## src/rtl/rx_dq_pkg.sv

```systemverilog
// Shared definitions for the read-path DQ capture block: lane-mode
// encodings and the beat-width helper used by the packer.
package rx_dq_pkg;

  typedef enum logic [1:0] {
    LANE_X1   = 2'd0,
    LANE_X4   = 2'd1,
    LANE_X8   = 2'd2,
    LANE_RSVD = 2'd3
  } lane_mode_e;

  // Number of DQ bits contributed by one beat. DDR doubles the SDR width
  // because both the rising and falling halves are kept. The reserved
  // encoding falls through to x8 behaviour.
  function automatic logic [4:0] bits_per_beat(input logic [1:0] lane_mode,
                                               input logic       ddr_mode);
    logic [4:0] sdrBits;
    case (lane_mode_e'(lane_mode))
      LANE_X1: sdrBits = 5'd1;
      LANE_X4: sdrBits = 5'd4;
      default: sdrBits = 5'd8;
    endcase
    return ddr_mode ? (sdrBits << 1) : sdrBits;
  endfunction

endpackage

```

## src/rtl/rx_pack_fifo.sv

```systemverilog
// Synchronous word FIFO behind the DQ packer: occupancy count, full/empty
// and threshold flags, registered read port, plus single-cycle drop and
// underflow pulses that the top turns into sticky flags.
module rx_pack_fifo
  import rx_dq_pkg::*;
#(
  parameter int DATA_WIDTH = 33,
  parameter int ADDR_WIDTH = 4,
  parameter int AFULL_LVL  = 12,
  parameter int AEMPTY_LVL = 2
) (
  input  logic                  clk_i,
  input  logic                  rst_i,
  input  logic                  flush_i,
  input  logic                  push_i,
  input  logic [DATA_WIDTH-1:0] push_data_i,
  input  logic                  pop_i,
  output logic [DATA_WIDTH-1:0] dout_o,
  output logic                  dout_valid_o,
  output logic                  empty_o,
  output logic                  full_o,
  output logic                  almost_full_o,
  output logic                  almost_empty_o,
  output logic [ADDR_WIDTH:0]   count_o,
  output logic                  drop_o,
  output logic                  underflow_o
);

  localparam int DEPTH = 1 << ADDR_WIDTH;
  localparam logic [ADDR_WIDTH:0] FULL_CNT   = (ADDR_WIDTH+1)'(DEPTH);
  localparam logic [ADDR_WIDTH:0] AFULL_CNT  = (ADDR_WIDTH+1)'(AFULL_LVL);
  localparam logic [ADDR_WIDTH:0] AEMPTY_CNT = (ADDR_WIDTH+1)'(AEMPTY_LVL);

  logic [DATA_WIDTH-1:0] mem_q [DEPTH];
  logic [ADDR_WIDTH-1:0] wrPtr_q;
  logic [ADDR_WIDTH-1:0] rdPtr_q;
  logic [ADDR_WIDTH:0]   count_q;
  logic [ADDR_WIDTH:0]   count_d;
  logic [DATA_WIDTH-1:0] dout_q;
  logic                  doutValid_q;
  logic                  isEmpty;
  logic                  isFull;
  logic                  doPop;
  logic                  doPush;

  assign isEmpty = (count_q == '0);
  assign isFull  = (count_q == FULL_CNT);

  // A pop frees a slot in the same cycle, so a push into a full FIFO is
  // still accepted when paired with a pop. Flush swallows both requests.
  assign doPop       = pop_i && !isEmpty && !flush_i;
  assign doPush      = push_i && (!isFull || doPop) && !flush_i;
  assign drop_o      = push_i && isFull && !doPop && !flush_i;
  assign underflow_o = pop_i && isEmpty && !flush_i;

  // Occupancy only moves when exactly one of push/pop is honoured.
  always_comb begin
    count_d = count_q;
    case ({doPush, doPop})
      2'b10:   count_d = count_q + 1'b1;
      2'b01:   count_d = count_q - 1'b1;
      default: count_d = count_q;
    endcase
  end

  // Storage array has no reset; its contents are only visible through
  // the pointers, which are reset.
  always_ff @(posedge clk_i) begin
    if (doPush) begin
      mem_q[wrPtr_q] <= push_data_i;
    end
  end

  // Pointers, count and the registered read port. Flush returns to the
  // reset state but deliberately keeps the last word on dout.
  always_ff @(posedge clk_i or posedge rst_i) begin
    if (rst_i) begin
      wrPtr_q     <= '0;
      rdPtr_q     <= '0;
      count_q     <= '0;
      dout_q      <= '0;
      doutValid_q <= 1'b0;
    end else if (flush_i) begin
      wrPtr_q     <= '0;
      rdPtr_q     <= '0;
      count_q     <= '0;
      doutValid_q <= 1'b0;
    end else begin
      if (doPush) begin
        wrPtr_q <= wrPtr_q + 1'b1;
      end
      if (doPop) begin
        rdPtr_q <= rdPtr_q + 1'b1;
        dout_q  <= mem_q[rdPtr_q];
      end
      doutValid_q <= doPop;
      count_q     <= count_d;
    end
  end

  assign dout_o         = dout_q;
  assign dout_valid_o   = doutValid_q;
  assign empty_o        = isEmpty;
  assign full_o         = isFull;
  assign almost_full_o  = (count_q >= AFULL_CNT);
  assign almost_empty_o = (count_q <= AEMPTY_CNT);
  assign count_o        = count_q;

endmodule

```

## src/rtl/rx_dq_pack_capture.sv

```systemverilog
// Read-path DQ capture: packs PHY-sampled DQ beats MSB-first into
// OUT_WIDTH words, flushes partial words on the last beat of a burst, and
// queues {last, word} entries in the rx_pack_fifo for the read mover.
module rx_dq_pack_capture
  import rx_dq_pkg::*;
#(
  parameter int OUT_WIDTH       = 32,
  parameter int FIFO_ADDR_WIDTH = 4,
  parameter int AFULL_LVL       = 12,
  parameter int AEMPTY_LVL      = 2
) (
  input  logic                     mem_clk,
  input  logic                     rst,
  input  logic                     flush,
  input  logic [1:0]               lane_mode,
  input  logic                     ddr_mode,
  input  logic                     dq_valid,
  input  logic [7:0]               dq_rise,
  input  logic [7:0]               dq_fall,
  input  logic                     dq_last,
  input  logic                     rd_en,
  output logic [OUT_WIDTH-1:0]     dout,
  output logic                     dout_last,
  output logic                     dout_valid,
  output logic                     fifo_empty,
  output logic                     fifo_full,
  output logic                     fifo_almost_full,
  output logic                     fifo_almost_empty,
  output logic [FIFO_ADDR_WIDTH:0] data_avail,
  output logic                     stall_req,
  output logic                     overflow,
  output logic                     underflow
);

  localparam int CNT_W = $clog2(OUT_WIDTH) + 1;
  localparam logic [CNT_W-1:0] WORD_BITS = CNT_W'(OUT_WIDTH);

  logic [OUT_WIDTH-1:0] sr_q;
  logic [OUT_WIDTH-1:0] sr_d;
  logic [CNT_W-1:0]     packCnt_q;
  logic [CNT_W-1:0]     packCnt_d;
  logic                 push_q;
  logic                 push_d;
  logic [OUT_WIDTH-1:0] pushWord_q;
  logic [OUT_WIDTH-1:0] pushWord_d;
  logic                 pushLast_q;
  logic                 pushLast_d;
  logic                 overflow_q;
  logic                 underflow_q;

  logic [15:0]          beatBits;
  logic [4:0]           beatWidth;
  logic [OUT_WIDTH-1:0] srShifted;
  logic [OUT_WIDTH-1:0] srJustified;
  logic [CNT_W-1:0]     cntSum;
  logic [OUT_WIDTH:0]   fifoDout;
  logic                 fifoDrop;
  logic                 fifoUnderflow;

  // Gather the active lanes of this beat into a right-aligned field,
  // rising half first so it lands in the more significant position.
  always_comb begin
    beatBits = '0;
    case (lane_mode_e'(lane_mode))
      LANE_X1: beatBits = ddr_mode ? {14'd0, dq_rise[1], dq_fall[1]}
                                   : {15'd0, dq_rise[1]};
      LANE_X4: beatBits = ddr_mode ? {8'd0, dq_rise[3:0], dq_fall[3:0]}
                                   : {12'd0, dq_rise[3:0]};
      default: beatBits = ddr_mode ? {dq_rise, dq_fall}
                                   : {8'd0, dq_rise};
    endcase
  end

  assign beatWidth   = bits_per_beat(lane_mode, ddr_mode);
  assign srShifted   = (sr_q << beatWidth) | OUT_WIDTH'(beatBits);
  assign cntSum      = packCnt_q + CNT_W'(beatWidth);
  assign srJustified = srShifted << (WORD_BITS - cntSum);

  // Packer next state: a beat either extends the partial word or closes
  // it (word full or burst end), staging the left-justified word for a
  // FIFO push on the following cycle. Flush drops everything in flight.
  always_comb begin
    sr_d       = sr_q;
    packCnt_d  = packCnt_q;
    push_d     = 1'b0;
    pushWord_d = pushWord_q;
    pushLast_d = 1'b0;
    if (flush) begin
      sr_d      = '0;
      packCnt_d = '0;
    end else if (dq_valid) begin
      if ((cntSum == WORD_BITS) || dq_last) begin
        push_d     = 1'b1;
        pushWord_d = srJustified;
        pushLast_d = dq_last;
        sr_d       = '0;
        packCnt_d  = '0;
      end else begin
        sr_d      = srShifted;
        packCnt_d = cntSum;
      end
    end
  end

  // Packer registers and the staged push toward the FIFO.
  always_ff @(posedge mem_clk or posedge rst) begin
    if (rst) begin
      sr_q       <= '0;
      packCnt_q  <= '0;
      push_q     <= 1'b0;
      pushWord_q <= '0;
      pushLast_q <= 1'b0;
    end else begin
      sr_q       <= sr_d;
      packCnt_q  <= packCnt_d;
      push_q     <= push_d;
      pushWord_q <= pushWord_d;
      pushLast_q <= pushLast_d;
    end
  end

  // Sticky error flags collect single-cycle FIFO events until flush/reset.
  always_ff @(posedge mem_clk or posedge rst) begin
    if (rst) begin
      overflow_q  <= 1'b0;
      underflow_q <= 1'b0;
    end else if (flush) begin
      overflow_q  <= 1'b0;
      underflow_q <= 1'b0;
    end else begin
      overflow_q  <= overflow_q | fifoDrop;
      underflow_q <= underflow_q | fifoUnderflow;
    end
  end

  rx_pack_fifo #(
    .DATA_WIDTH (OUT_WIDTH + 1),
    .ADDR_WIDTH (FIFO_ADDR_WIDTH),
    .AFULL_LVL  (AFULL_LVL),
    .AEMPTY_LVL (AEMPTY_LVL)
  ) u_fifo (
    .clk_i          (mem_clk),
    .rst_i          (rst),
    .flush_i        (flush),
    .push_i         (push_q),
    .push_data_i    ({pushLast_q, pushWord_q}),
    .pop_i          (rd_en),
    .dout_o         (fifoDout),
    .dout_valid_o   (dout_valid),
    .empty_o        (fifo_empty),
    .full_o         (fifo_full),
    .almost_full_o  (fifo_almost_full),
    .almost_empty_o (fifo_almost_empty),
    .count_o        (data_avail),
    .drop_o         (fifoDrop),
    .underflow_o    (fifoUnderflow)
  );

  assign dout      = fifoDout[OUT_WIDTH-1:0];
  assign dout_last = fifoDout[OUT_WIDTH];
  assign stall_req = fifo_almost_full;
  assign overflow  = overflow_q;
  assign underflow = underflow_q;

endmodule

```

## config.mk

```make
export PLATFORM = sky130hd
export DESIGN_NAME = rx_dq_pack_capture
export DESIGN_NICKNAME = d
export VERILOG_FILES = /design/src/rtl/rx_dq_pkg.sv /design/src/rtl/rx_pack_fifo.sv /design/src/rtl/rx_dq_pack_capture.sv
export SDC_FILE = /design/constraint.sdc
export NUM_CORES = 1
export LEC_CHECK = 0
export ABC_AREA = 1
export ABC_CLOCK_PERIOD_IN_PS = 8000
export CAP_MARGIN = 20
export CORE_MARGIN = 3
export CORE_UTILIZATION = 65
export DETAILED_ROUTE_END_ITERATION = 12
export PLACE_DENSITY_LB_ADDON = 0.25
export SKIP_LAST_GASP = 1
export SLEW_MARGIN = 20
export SYNTH_ARGS = -nofsm -noshare
export SYNTH_HDL_FRONTEND = slang
export SYNTH_SLANG_ARGS = --single-unit
```

## constraint.sdc

```tcl
create_clock -name mem_clk -period 8 [get_ports mem_clk]
set_input_delay 1.2 -clock mem_clk [delete_from_list [all_inputs] [get_ports mem_clk]]
set_output_delay 1.2 -clock mem_clk [all_outputs]
set_load 0.03 [all_outputs]
```

==> impl_metrics.yaml <==
run_status:
  status: "complete, no violations"
clock_tree:
  clk_pin_slew_worst_paths_ns: 0.06
  cts_max_level: 2
  clk_root_buffer_cell: "clkbuf_16"
  cts_buffers: 61
  clk_path_buf_depth: 3
  postCtsHoldBufs: 0
  clock_latency_ns: 0.63
  post_cts_buffers: 0
  cts_sinks: 649
  post_cts_resize_count: 0
  cts_tree: "yes"
power:
  p_leak_nw: 11.81
  powerDensity_nw_per_um2: 298.1
  ir_worst_vdd_mv: 0.2464
worst_setup_path:
  crit_required_ns: 8.52
  crit_buf_inv: 5
  cpMostUsedCell: "nand2_1"
  worstSetupEndpointType: "flip-flop"
  cp_slowest_cell: "nor2_2"
  crit_family: "simple AND/OR/NAND/NOR gates"
  crit_chain: "clkdlybuf4s50_1, buf_4, nand2_1, nand2_1, inv_1, ha_1, nand2_1, inv_1, a21boi_0, nand2_1, nand2_1, nand2_1, nand2_1, nand2_1, nor2_2, inv_2, o22ai_1"
  arrival_ns: 5.94
  crit_fanout: 42
  max_stage_delay_ns: 0.56
  crit_type: "input pin to flip-flop"
  worst_setup_path_start_kind: "input pin"
sta:
  setup_tns_ns: 0
  setup_viol: 0
  slew_headroom_pct: 22.65
  hold_viol_final: 0
  fmax_ghz: 0.1846
  final.period_utilization_pct: 67.73
  layout_setup_ws_ns: 2.582
  min_period_ns: 5.418
  tightestPinTransition_ns: 1.160
  rsz0062_at_grt: "false"
  drv_slew: 0
  fin_skew_ns: 0.01235
die:
  coreArea_um2: 43650
  fp.dieArea_um2: 47310
  fp.dieW_um: 217.5
  row_count: 76
  ios: 71
  die_h_um: 217.5
  start_util_pct: 66.62
global_routing:
  grt_max_degree: 158
  gr-usage-all-layers_pct: 36.06
  grt_pass1_wl_um: 129700
  overflow: 0
  first_global_vias: 22328
  antenna_found_initial: 1
yosys:
  seq_area_frac_synth_pct: 64.94
  synth_edf_count: 528
  synth_largest_area_cell: "edfxtp_1"
  synthCells: 2753
  synth_nets: 2790
  synthFlopType: "edfxtp_1"
  synth_top_area_share_pct: 54.53
  synth_cell_type_count: 45
  synthArstFlopShare_pct: 18.64
  synthTopCellsByArea: "edfxtp_1 (55%), dfrtp_1 (10%), nand3_1 (7.4%)"
  synth-seq-cells: 649
  ys_warn_count: 0
  postSynthAreaPerCell_um2: 10.56
  synth_area_um2: 29080
drt:
  dr_total_vias: 23018
  drtIter0Drc: 3433
  wire_per_inst_um: 25.45
  dr.pass1.iters: 6
  avgViaCountPerCell: 6.822
  routed_wl_um: 85880
  drc: 0
  antenna_left: 0
finish:
  final_core_util_pct: 73.83
  syn_to_final_growth_pct: 10.82
  fin_cells: 3374
  drive_gt1_share_pct: 6.887
  final_area_um2: 32220
  layout.nets: 2773
min_path:
  hold_path_class: "flip-flop to flip-flop"
place:
  dpl-instance-area_um2: 30140
  dp_slack_ns: 1.990
  placedCellCount: 3257
  place.port_buffers: 70
  dpl.hpwl_um: 48500
  gp_congestion: 0.9976
job:
  maxCapViolations: 0
path summary, 6_finish.rpt:
| kind | endpoint | cells past startpoint | startpoint | slack (ns) |
|---|---|---|---|---|
| setup / recovery | sr_q[4]$_DFFE_PP0P_ | 17 | ddr_mode | 2.58 |
| hold / removal | u_fifo.dout_o[27]$_DFFE_PP0P_ | 1 | u_fifo.dout_o[27]$_DFFE_PP0P_ | 0.50 |
| max in group asynchronous | u_fifo.dout_o[24]$_DFFE_PP0P_ | 3 | rst | 5.53 |
| hold reg to reg | u_fifo.dout_o[27]$_DFFE_PP0P_ | 1 | u_fifo.dout_o[27]$_DFFE_PP0P_ | 0.50 |
| setup reg to reg | u_fifo.dout_o[14]$_DFFE_PP0P_ | 8 | u_fifo.rdPtr_q[0]$_DFFE_PP0P_ | 4.02 |
| min in group asynchronous | u_fifo.count_o[4]$_DFFE_PP0P_ | 2 | rst | 1.06 |
synthesized netlist by cell type, drive strengths merged, types with 4 or more instances:
cell type and number:
edfxtp 528, nand3 429, nand2 382, nor2 340, o21ai 339, clkbuf 136
dfrtp 121, inv 102, o221ai 97, buf 56, o22ai 54, nand4 36
a31oi 19, a21oi 17, a2bb2oi 17, nor3 16, o21a 16, ha 12
clkinv 6, o211ai 6, xor2 5, a22oi 4, a32o 4
layer usage:
layer  part of all wire, %  up-vias  global-route usage [%]
met1                    37    11136                   49.26
met2                    48     1604                   59.03
met5                     0        -                       0
li1                      -     9992                       -
met4                   4.2        0                   15.05
met3                   9.9      286                   5.253
where the power goes:
group | total, mW | internal (mW) | switching (mW)
sequential | 4.34 | 3.98 | 0.358
combinational | 2.33 | 0.751 | 1.58
clock | 2.93 | 1.66 | 1.28
total | 9.60 | 6.39 | 3.22
through the flow:
step	power [mW]	hold WS, ns
detailed placement	6.634	0.4837
CTS	9.548	0.4980
global placement	6.525	0.4725
finish	9.605	0.4963
global route	9.968	0.5136
floorplan	5.816	0.4754
worst register-to-register path: stages (launching register included):
cell and delay, ns:
dfrtp_4 0.89, buf_4 0.94, buf_4 0.98, o21ai_0 0.30, o22ai_1 0.23, nor2_1 0.07, nor2_1 0.12, o21ai_0 0.12
a2bb2oi_1 0.23
cells in the final DEF, fill, tap and decap left out, drive strengths merged, types with 2 or more instances in the layout:
| cell | count |
|---|---|
| ha | 12 |
| nand2 | 382 |
| o21a | 16 |
| clkinv | 27 |
| a22oi | 4 |
| xnor2 | 2 |
| a21boi | 2 |
| xor2 | 5 |
| clkinvlp | 7 |
| a31oi | 19 |
| bufinv | 5 |
| dfrtp | 121 |
| edfxtp | 528 |
| nor3 | 16 |
| o21ai | 339 |
| o221ai | 97 |
| nand4 | 36 |
| o22ai | 54 |
| nor2 | 340 |
| clkbuf | 80 |
| inv | 104 |
| buf | 42 |
| a2bb2oi | 17 |
| clkdlybuf4s50 | 70 |
| nand3 | 429 |
| o211ai | 6 |
| a21oi | 17 |
| a32o | 4 |
area by class of cell:
| class | count | area (um2) |
|---|---|---|
| Sequential cell | 649 | 18890 |
| Fill cell | 2795 | 11420 |
| Multi-Input combinational cell | 1804 | 9089 |
| Clock buffer | 80 | 1680 |
| Timing Repair Buffer | 112 | 1036 |
| Tap cell | 585 | 732.0 |
| Inverter | 108 | 420.4 |
| Clock inverter | 35 | 371.6 |
| Antenna cell | 1 | 2.502 |
cells by family after synthesis:
logic type / synth area share (%)
multiplexers: 0.03442
XOR/XNOR: 0.2367
AO/OA/AOI/OAI: 12.11
flip-flops: 64.94
AND/OR/NAND/NOR: 18.03
adder cells (fa/ha/maj): 0.5163
buffers and inverters: 4.131
flip-flops by register name, summed over array words and instances (netlist names):
signal and flops:
overflow 1, packCnt_q 6, pushLast_q 1, pushWord_q 32
push_q 1, sr_q 32, u_fifo.count_o 5, u_fifo.dout_o 33
u_fifo.dout_valid_o 1, u_fifo.mem_q 528, u_fifo.rdPtr_q 4, u_fifo.wrPtr_q 4
underflow 1
Note: power is estimated with default switching activity, not from simulation.
